`src/rtl/if_fetch_queue.sv`:
```
`default_nettype none
// ---------------------------------------------------------------------------
// if_fetch_queue : sequential instruction fetch with a DEPTH-entry prefetch
//                  queue, valid/stall handshake to decode and jump flush.
// Revision       : 1.0
// ---------------------------------------------------------------------------
module if_fetch_queue #(
  parameter int                ADDR_W   = 32,
  parameter int                INST_W   = 32,
  parameter int                DEPTH    = 4,
  parameter logic [ADDR_W-1:0] RESET_PC = '0,
  parameter logic [ADDR_W-1:0] PC_STEP  = ADDR_W'(4)
) (
  input  logic                       clk,
  input  logic                       rst_n,
  input  logic                       jmp,
  input  logic [ADDR_W-1:0]          new_inst_addr,
  input  logic                       if_stall,
  output logic                       ce,
  output logic [ADDR_W-1:0]          req_addr,
  input  logic                       mem_ready,
  input  logic [INST_W-1:0]          mem_rdata,
  output logic                       inst_valid,
  output logic [INST_W-1:0]          inst,
  output logic [ADDR_W-1:0]          inst_addr,
  output logic [$clog2(DEPTH):0]     queue_cnt
);

  localparam int               PTR_W   = $clog2(DEPTH);
  localparam int               CNT_W   = PTR_W + 1;
  localparam logic [CNT_W-1:0] DEPTH_C = CNT_W'(DEPTH);

  logic [ADDR_W-1:0] pc;
  logic [ADDR_W-1:0] tag;
  logic              run;
  logic              inflight;
  logic [INST_W-1:0] inst_mem [DEPTH];
  logic [ADDR_W-1:0] addr_mem [DEPTH];
  logic [PTR_W-1:0]  rd_ptr;
  logic [PTR_W-1:0]  wr_ptr;
  logic [CNT_W-1:0]  cnt;
  logic              credit;
  logic              accept;
  logic              push;
  logic              pop;

  // The in-flight slot is reserved up front so a response can never land on a full queue.
  assign credit     = (cnt + CNT_W'(inflight)) < DEPTH_C;
  assign ce         = run && !jmp && credit;
  assign req_addr   = pc;
  assign accept     = ce && mem_ready;
  assign push       = inflight && !jmp;
  assign inst_valid = (cnt != '0);
  assign pop        = inst_valid && !if_stall && !jmp;
  assign inst       = inst_mem[rd_ptr];
  assign inst_addr  = addr_mem[rd_ptr];
  assign queue_cnt  = cnt;

  always_ff @(posedge clk) begin
    if (!rst_n) begin
      pc       <= RESET_PC;
      tag      <= '0;
      run      <= 1'b0;
      inflight <= 1'b0;
      rd_ptr   <= '0;
      wr_ptr   <= '0;
      cnt      <= '0;
      for (int i = 0; i < DEPTH; i++) begin
        inst_mem[i] <= '0;
        addr_mem[i] <= '0;
      end
    end else begin
      run <= 1'b1;
      if (jmp) begin
        pc       <= new_inst_addr;
        inflight <= 1'b0;
        cnt      <= '0;
        rd_ptr   <= wr_ptr;
      end else begin
        inflight <= accept;
        if (accept) begin
          pc  <= pc + PC_STEP;
          tag <= pc;
        end
        if (push) begin
          inst_mem[wr_ptr] <= mem_rdata;
          addr_mem[wr_ptr] <= tag;
          wr_ptr           <= wr_ptr + 1'b1;
        end
        if (pop) begin
          rd_ptr <= rd_ptr + 1'b1;
        end
        if (push && !pop) begin
          cnt <= cnt + 1'b1;
        end else if (!push && pop) begin
          cnt <= cnt - 1'b1;
        end
      end
    end
  end

endmodule
`default_nettype wire

```
`config.mk`:
```
export PLATFORM = sky130hd
export DESIGN_NAME = if_fetch_queue
export DESIGN_NICKNAME = d
export VERILOG_FILES = /design/src/rtl/if_fetch_queue.sv
export SDC_FILE = /design/constraint.sdc
export NUM_CORES = 1
export LEC_CHECK = 0
export BUFFER_PORTS_ARGS = -buffer_cell sky130_fd_sc_hd__buf_2
export CORE_AREA = 2 2 145 254
export CTS_CLUSTER_DIAMETER = 150
export DETAILED_ROUTE_END_ITERATION = 16
export DIE_AREA = 0 0 147 256
export GPL_ROUTABILITY_DRIVEN = 0
export PLACE_DENSITY_LB_ADDON = 0.1
export SETUP_SLACK_MARGIN = 0.15
export SLEW_MARGIN = 10
export SYNTH_ARGS = -nofsm -noshare
export SYNTH_HDL_FRONTEND = slang
export SYNTH_SLANG_ARGS = --single-unit
```
`constraint.sdc`:
```
create_clock -name clk -period 6 [get_ports clk]
set_input_delay 0 -clock clk [delete_from_list [all_inputs] [get_ports clk]]
set_output_delay 0 -clock clk [all_outputs]
set_load 0.01 [all_outputs]
```
## Word level (Yosys, flattened, before mapping)

Memory sizes are Yosys's and may differ from the RTL's. A register that Yosys moved wholly into a read port is not among the register bits.
Cells that the tools add are included.
W data, S select, Z words.

- Register bits: 73
- Input bits: 69
- Word-level logic and storage cells: 61
- Bits in latches: 0
- Memories: 2
- ROM bits: 0
- Output and inout bits: 101
- Bits in writable memories: 256

Memories:

| memory | words | bits a word | rd ports | clocked after memory_dff | write ports | RTL line | RTL |
|---|---|---|---|---|---|---|---|
| addr_mem | 4 | 32 | 1 | 1 | 4 | 38 | `logic [ADDR_W-1:0] addr_mem [DEPTH];` |
| inst_mem | 4 | 32 | 1 | 1 | 4 | 37 | `logic [INST_W-1:0] inst_mem [DEPTH];` |

- $mul: 0
- Add/subtract/negate cells: 6
- Equality and inequality tests: 0
- Div/mod/pow operators: 0
- Reductions and logical operators: 21
- Bitwise operators: 2
- $lt $le $gt $ge: 1
- Multiplexer cells: 22
- Shifts and indexed selects: 0

Operators by type and width:

| cell | number |
|---|---|
| $mux W32 | 4 |
| $reduce_or A32 Y1 | 2 |
| $add A32 B3 Y32 const B | 1 |
| $mux W2 | 8 |
| $logic_and A1 B1 Y1 | 8 |
| $mux W1 | 8 |
| $mux W3 | 2 |
| $reduce_bool A2 Y1 | 3 |
| $add A2 B1 Y2 const B | 2 |
| $logic_not A1 Y1 | 4 |
| $reduce_and A2 Y1 | 2 |
| $add A3 B1 Y3 | 1 |
| $add A3 B1 Y3 const B | 1 |
| $lt A3 B3 Y1 const B | 1 |
| $reduce_bool A3 Y1 | 1 |
| $sub A3 B1 Y3 const B | 1 |
| $not A1 Y1 | 2 |
| $reduce_or A2 Y1 | 1 |

## Longest topological paths before layout

- Depth in word-level cells: 8
- Depth in mapped cells: 11
- Depth with buffers taken out: 9

## Worst setup path after synthesis

Ideal clock, no wire load.

- Kind: flip-flop to flip-flop
- Start: register wr_ptr[0]
- End: memory addr_mem[2][0], enable pin
- Buffers on the path: 1
- Cell stages (with the launch flop): 4
- Data arrival time: 5.216 ns
- Setup slack: 0.209 ns
- Clock period less this slack: 5.791 ns
- Setup time: 0.574 ns
- Data required time: 5.426 ns
- Path through: dfxtp_1 > nand2b_1 > clkbuf_1 > o21ai_0

RTL lines:

| what | RTL line | RTL |
|---|---|---|
| start: declaration | 40 | `logic [PTR_W-1:0] wr_ptr;` |
| start signal: assignment | 88 | `wr_ptr <= wr_ptr + 1'b1;` |
| end: declaration | 38 |  |

## Final worst setup path

- Start: register pc[2] (netlist: req_addr[2])
- End: register pc[14] (netlist: req_addr[14])

- Word-level cells in the longest chain between the ends: 3

RTL lines:

| what | RTL line | RTL |
|---|---|---|
| start: declaration | 33 | `logic [ADDR_W-1:0] pc;` |
| start signal: assignment | 75 | `pc <= new_inst_addr;` |
| start signal: assignment | 82 | `pc <= pc + PC_STEP;` |
| $add A32 B3 Y32 | 82 |  |
| $mux W32 | 81 | `if (accept) begin` |
| $mux W32 | 74 | `if (jmp) begin` |

Every way passes these cells. The select of a mux whose other input is x is not followed.
A chain may end at the register's enable or synchronous reset.

==> impl_results.rst <==
.. list-table::
   :header-rows: 1

   * - Metric
     - Value
   * - Shortest period the worst path allows
     - around 3000 ps
   * - Crit path arrival time
     - around 3500 ps
   * - Layout Nets
     - approximately 1,400
   * - Initial core utilization
     - between 30% and 40%
   * - Delay of the slowest critical-path stage
     - approximately 800 ps
   * - Clock latency of the later-clocked register in the worst-skew pair
     - roughly 570 ps
   * - Worst rel slew slack
     - between 20 and 30%
   * - Max rail drop VDD
     - about 0.21 mV
   * - Pwr/cell area
     - about 280 nW/um2
   * - Clock root cell
     - sky130_fd_sc_hd__clkbuf_16
   * - Multi-input combinational cell area
     - 4410 um2
   * - Area of the die
     - approximately 38,000 um2
   * - Main synth FF type
     - sky130_fd_sc_hd__edfxtp_1
   * - CTS clk-pin slew, worst paths
     - roughly 70 ps
   * - Final routed DRC violation total
     - 0
   * - Total global routing track utilization
     - 19.1%
   * - Post-route antenna net violation count
     - 0
   * - Antenna violations before repair
     - 0
   * - Num rows
     - approximately 90
   * - Number of diodes added for antenna fixing
     - 0
   * - Peak clock frequency supported by timing
     - between 0.3 and 0.4 GHz
   * - Slowest stage cell on the critical path
     - sky130_fd_sc_hd__nor3_1
   * - CTS buffer count
     - 31
   * - # H-tree levels
     - 1
   * - Mapped Cells
     - around 1,100
   * - Kind of cell adding the most delay to the critical path
     - simple AND/OR/NAND/NOR gates
   * - Die Ht
     - ~260 um
   * - Via-per-instance ratio
     - just over 5
   * - Mapped cell area
     - roughly 14,000 um2
   * - Number of flops mapped to enable cells by yosys
     - 256
   * - Final cell count without fillers
     - ~1,800
   * - Number of violations of the max-capacitance limit
     - 0
   * - Register cell area after layout
     - slightly above 9000 um2
   * - Setup Buffers After CTS
     - 0
   * - Critical Path Sink Type
     - register
   * - DR WL/cell
     - 19.4 um
   * - Reg2Reg Depth
     - 7
   * - Global-route wire length before repair
     - between 50,000 and 60,000 um
   * - Critical R2R Capture
     - req_addr[14]$_SDFFE_PN0P_
   * - Hpwl dp
     - slightly above 20,000 um
   * - Count of cell types in the netlist
     - 58
   * - Layout cell share with drive strength beyond 1
     - 22.9%
   * - Yosys Warn Count
     - 0
   * - IO Pins
     - 170
   * - Post-cts resize count
     - 0
   * - Total negative setup slack
     - 0 ps
   * - Proportion of register bits with asynchronous set or reset after synthesis
     - 0%
   * - Mean instance size in the synthesized netlist
     - approximately 13 um2
   * - Depth of the critical timing path with buffers and inverters included
     - 7
   * - Sequential fraction of the synthesis area
     - between 60% and 70%
   * - Count of buffering cells on the critical path with inverters included
     - 1
   * - Vias in the first global route
     - slightly below 10,000
   * - Hold bufs inserted after CTS
     - 80
   * - Share of the cycle needed by the critical path after routing
     - 50.3%
   * - Outcome
     - finished, final reports clean
   * - Pins Over Slew Limit
     - 0
   * - Worst clock skew
     - about 14 ps
   * - Setup repair after global routing missed its margin
     - false
   * - Setup crit end
     - req_addr[14]$_SDFFE_PN0P_
   * - Critical register-to-register path startpoint
     - req_addr[2]$_SDFFE_PN0P_
   * - CP max FO
     - 7
   * - Total via count after detailed routing
     - about 9,300
   * - Largest net degree at the start of global routing
     - 65
   * - Class of the most critical setup path
     - reg -> reg
   * - Post-Route WL
     - between 30,000 and 40,000 um
   * - Data required time at the worst endpoint
     - around 6500 ps
   * - Number of iterations in the first detailed-routing pass
     - 5
   * - Number of failing setup endpoints in the final timing report
     - 0
   * - Clock sink count
     - 331
   * - Post-Synthesis Net Count
     - approximately 1,200
   * - Buffer levels on the longest clock path
     - 3
   * - Cell leakage power
     - approximately 0.0067 uW
   * - Placed Instances
     - 1,698
   * - Floorplan die width
     - approximately 150 um
   * - Synthesized flop and latch total
     - roughly 330
   * - Total of fill cells in the finished design
     - roughly 3,300
   * - Core area
     - about 36,000 um2
   * - Startpoint kind of the worst setup timing path
     - register
   * - Number of DRC violations after detailed-routing iteration 0
     - 570
   * - Type of the worst min-delay path
     - in -> reg
   * - Area Overhead vs Synth
     - 22.0%
   * - R2R setup slack
     - approximately 3000 ps
   * - Clock tree from TritonCTS
     - yes
   * - Cells along the critical path
     - ha_1 > nand4_1 > nor3_1 > nand2_1 > o221ai_1 > and3_1 > dlygate4sd3_1
   * - Total gr overflow
     - 0
   * - Transition time at the pin with the least slew margin
     - between 1000 and 1500 ps
   * - Critical path origin
     - req_addr[2]$_SDFFE_PN0P_
   * - Total of buffers placed on input and output ports
     - 169
   * - Final number of hold-violating endpoints
     - 0
==> synthesized netlist by cell type (4+ instances only) <==
| cell type | instances | share of area, % |
|---|---|---|
| sky130_fd_sc_hd__a21oi_1 | 51 | 1.8 |
| sky130_fd_sc_hd__or3_1 | 7 | 0.31 |
| sky130_fd_sc_hd__mux4_2 | 64 | 10 |
| sky130_fd_sc_hd__a31oi_1 | 12 | 0.53 |
| sky130_fd_sc_hd__nor2_1 | 150 | 4.0 |
| sky130_fd_sc_hd__and3_1 | 4 | 0.18 |
| sky130_fd_sc_hd__inv_1 | 72 | 1.9 |
| sky130_fd_sc_hd__o21ai_0 | 11 | 0.39 |
| sky130_fd_sc_hd__xor2_1 | 8 | 0.50 |
| sky130_fd_sc_hd__o211ai_1 | 4 | 0.21 |
| sky130_fd_sc_hd__o311ai_0 | 5 | 0.31 |
| sky130_fd_sc_hd__nor3_1 | 5 | 0.18 |
| sky130_fd_sc_hd__mux2i_1 | 4 | 0.28 |
| sky130_fd_sc_hd__buf_2 | 14 | 0.50 |
| sky130_fd_sc_hd__nand3_1 | 11 | 0.39 |
| sky130_fd_sc_hd__and2_1 | 65 | 2.9 |
| sky130_fd_sc_hd__nand2_1 | 172 | 4.6 |
| sky130_fd_sc_hd__edfxtp_1 | 256 | 54 |
| sky130_fd_sc_hd__nand4_1 | 14 | 0.62 |
| sky130_fd_sc_hd__nor4_1 | 8 | 0.35 |
| sky130_fd_sc_hd__clkbuf_1 | 46 | 1.2 |
| sky130_fd_sc_hd__dfxtp_1 | 75 | 11 |
==> kinds of logic after synthesis <==
logic type	count (synthesis)	share of synthesized area, %
flip-flops	331	65.1
AND/OR/NAND/NOR	458	14.8
XOR/XNOR	9	0.559
adder cells (fa/ha/maj)	3	0.319
multiplexers	73	10.9
buffers and inverters	140	4.10
AO/OA/AOI/OAI	99	4.17
==> worst min-delay path, cell delays in order <==
cell and delay (ps):
sky130_fd_sc_hd__buf_2 330, sky130_fd_sc_hd__nand2_1 150, sky130_fd_sc_hd__a31oi_1 60
==> layer usage <==
metal	GRT usage, %	part of all wire (%)
met3	1.91	4.2
met4	7.43	3.0
met1	23.8	41
met5	0	0
met2	34.0	52
==> how the worst min path moves through the flow <==
stage | start | to | slack, ps | depth (start not counted)
6_report | jmp | req_addr[9]$_SDFFE_PN0P_ | 50 | 3
5_1_grt | jmp | req_addr[16]$_SDFFE_PN0P_ | 80 | 3
4_1_cts | jmp | req_addr[9]$_SDFFE_PN0P_ | 6 | 3
3_5_place_dp | new_inst_addr[1] | req_addr[1]$_SDFFE_PN0P_ | 250 | 3
3_3_place_gp | new_inst_addr[0] | req_addr[0]$_SDFFE_PN0P_ | 230 | 3
2_1_floorplan | rst_n | run$_DFF_P_ | 30 | 0
==> cell type report <==
| cell class | count | area share (%) |
|---|---|---|
| clock inverters | 14 | 0.640 |
| multi-input cells | 642 | 25.6 |
| repair buffers | 261 | 10.1 |
| well taps | 470 | 3.42 |
| flip-flops and latches | 331 | 53.4 |
| inverters | 74 | 1.61 |
| clock buffers | 43 | 5.18 |
==> state kept, by name, summed over array words and instances (netlist names), named ones only <==
signal	count
rd_ptr	2
addr_mem	128
inst_mem	128
wr_ptr	2
inflight	1
tag	32
run	1
req_addr	32
queue_cnt	3
==> power by group <==
| group | switching, uW | internal [uW] |
|---|---|---|
| Clock | 853 | 1080 |
| Sequential | 43.7 | 2530 |
| Combinational | 165 | 131 |
| Total | 1060 | 3750 |
==> per-stage QoR <==
step	utilization, %	cell area (um2)	power [uW]	worst slack [ps]	hold slack (ps)
floorplan	-	14100	2760	209	27.7
global placement	43.2	15400	2890	2920	233
detailed placement	43.2	15400	2890	2830	246
CTS	48.2	17200	4870	2890	6.03
global route	48.2	17200	4990	2800	77.0
finish	48.2	17200	4810	2980	51.7
==> cell usage in the layout (no fill, tap or decap), types with 14 or more instances in the layout <==
cell type | synthesis | routed
sky130_fd_sc_hd__nor2_1 | 150 | 149
sky130_fd_sc_hd__dlygate4sd3_1 | 0 | 80
sky130_fd_sc_hd__a21oi_1 | 51 | 51
sky130_fd_sc_hd__buf_2 | 14 | 169
sky130_fd_sc_hd__clkbuf_16 | 0 | 32
sky130_fd_sc_hd__inv_1 | 72 | 72
sky130_fd_sc_hd__nand4_1 | 14 | 14
sky130_fd_sc_hd__edfxtp_1 | 256 | 256
sky130_fd_sc_hd__dfxtp_1 | 75 | 73
sky130_fd_sc_hd__nand2_1 | 172 | 171
sky130_fd_sc_hd__mux4_2 | 64 | 64
sky130_fd_sc_hd__and2_1 | 65 | 65
No activity file was read; power rests on OpenSTA's default activity.
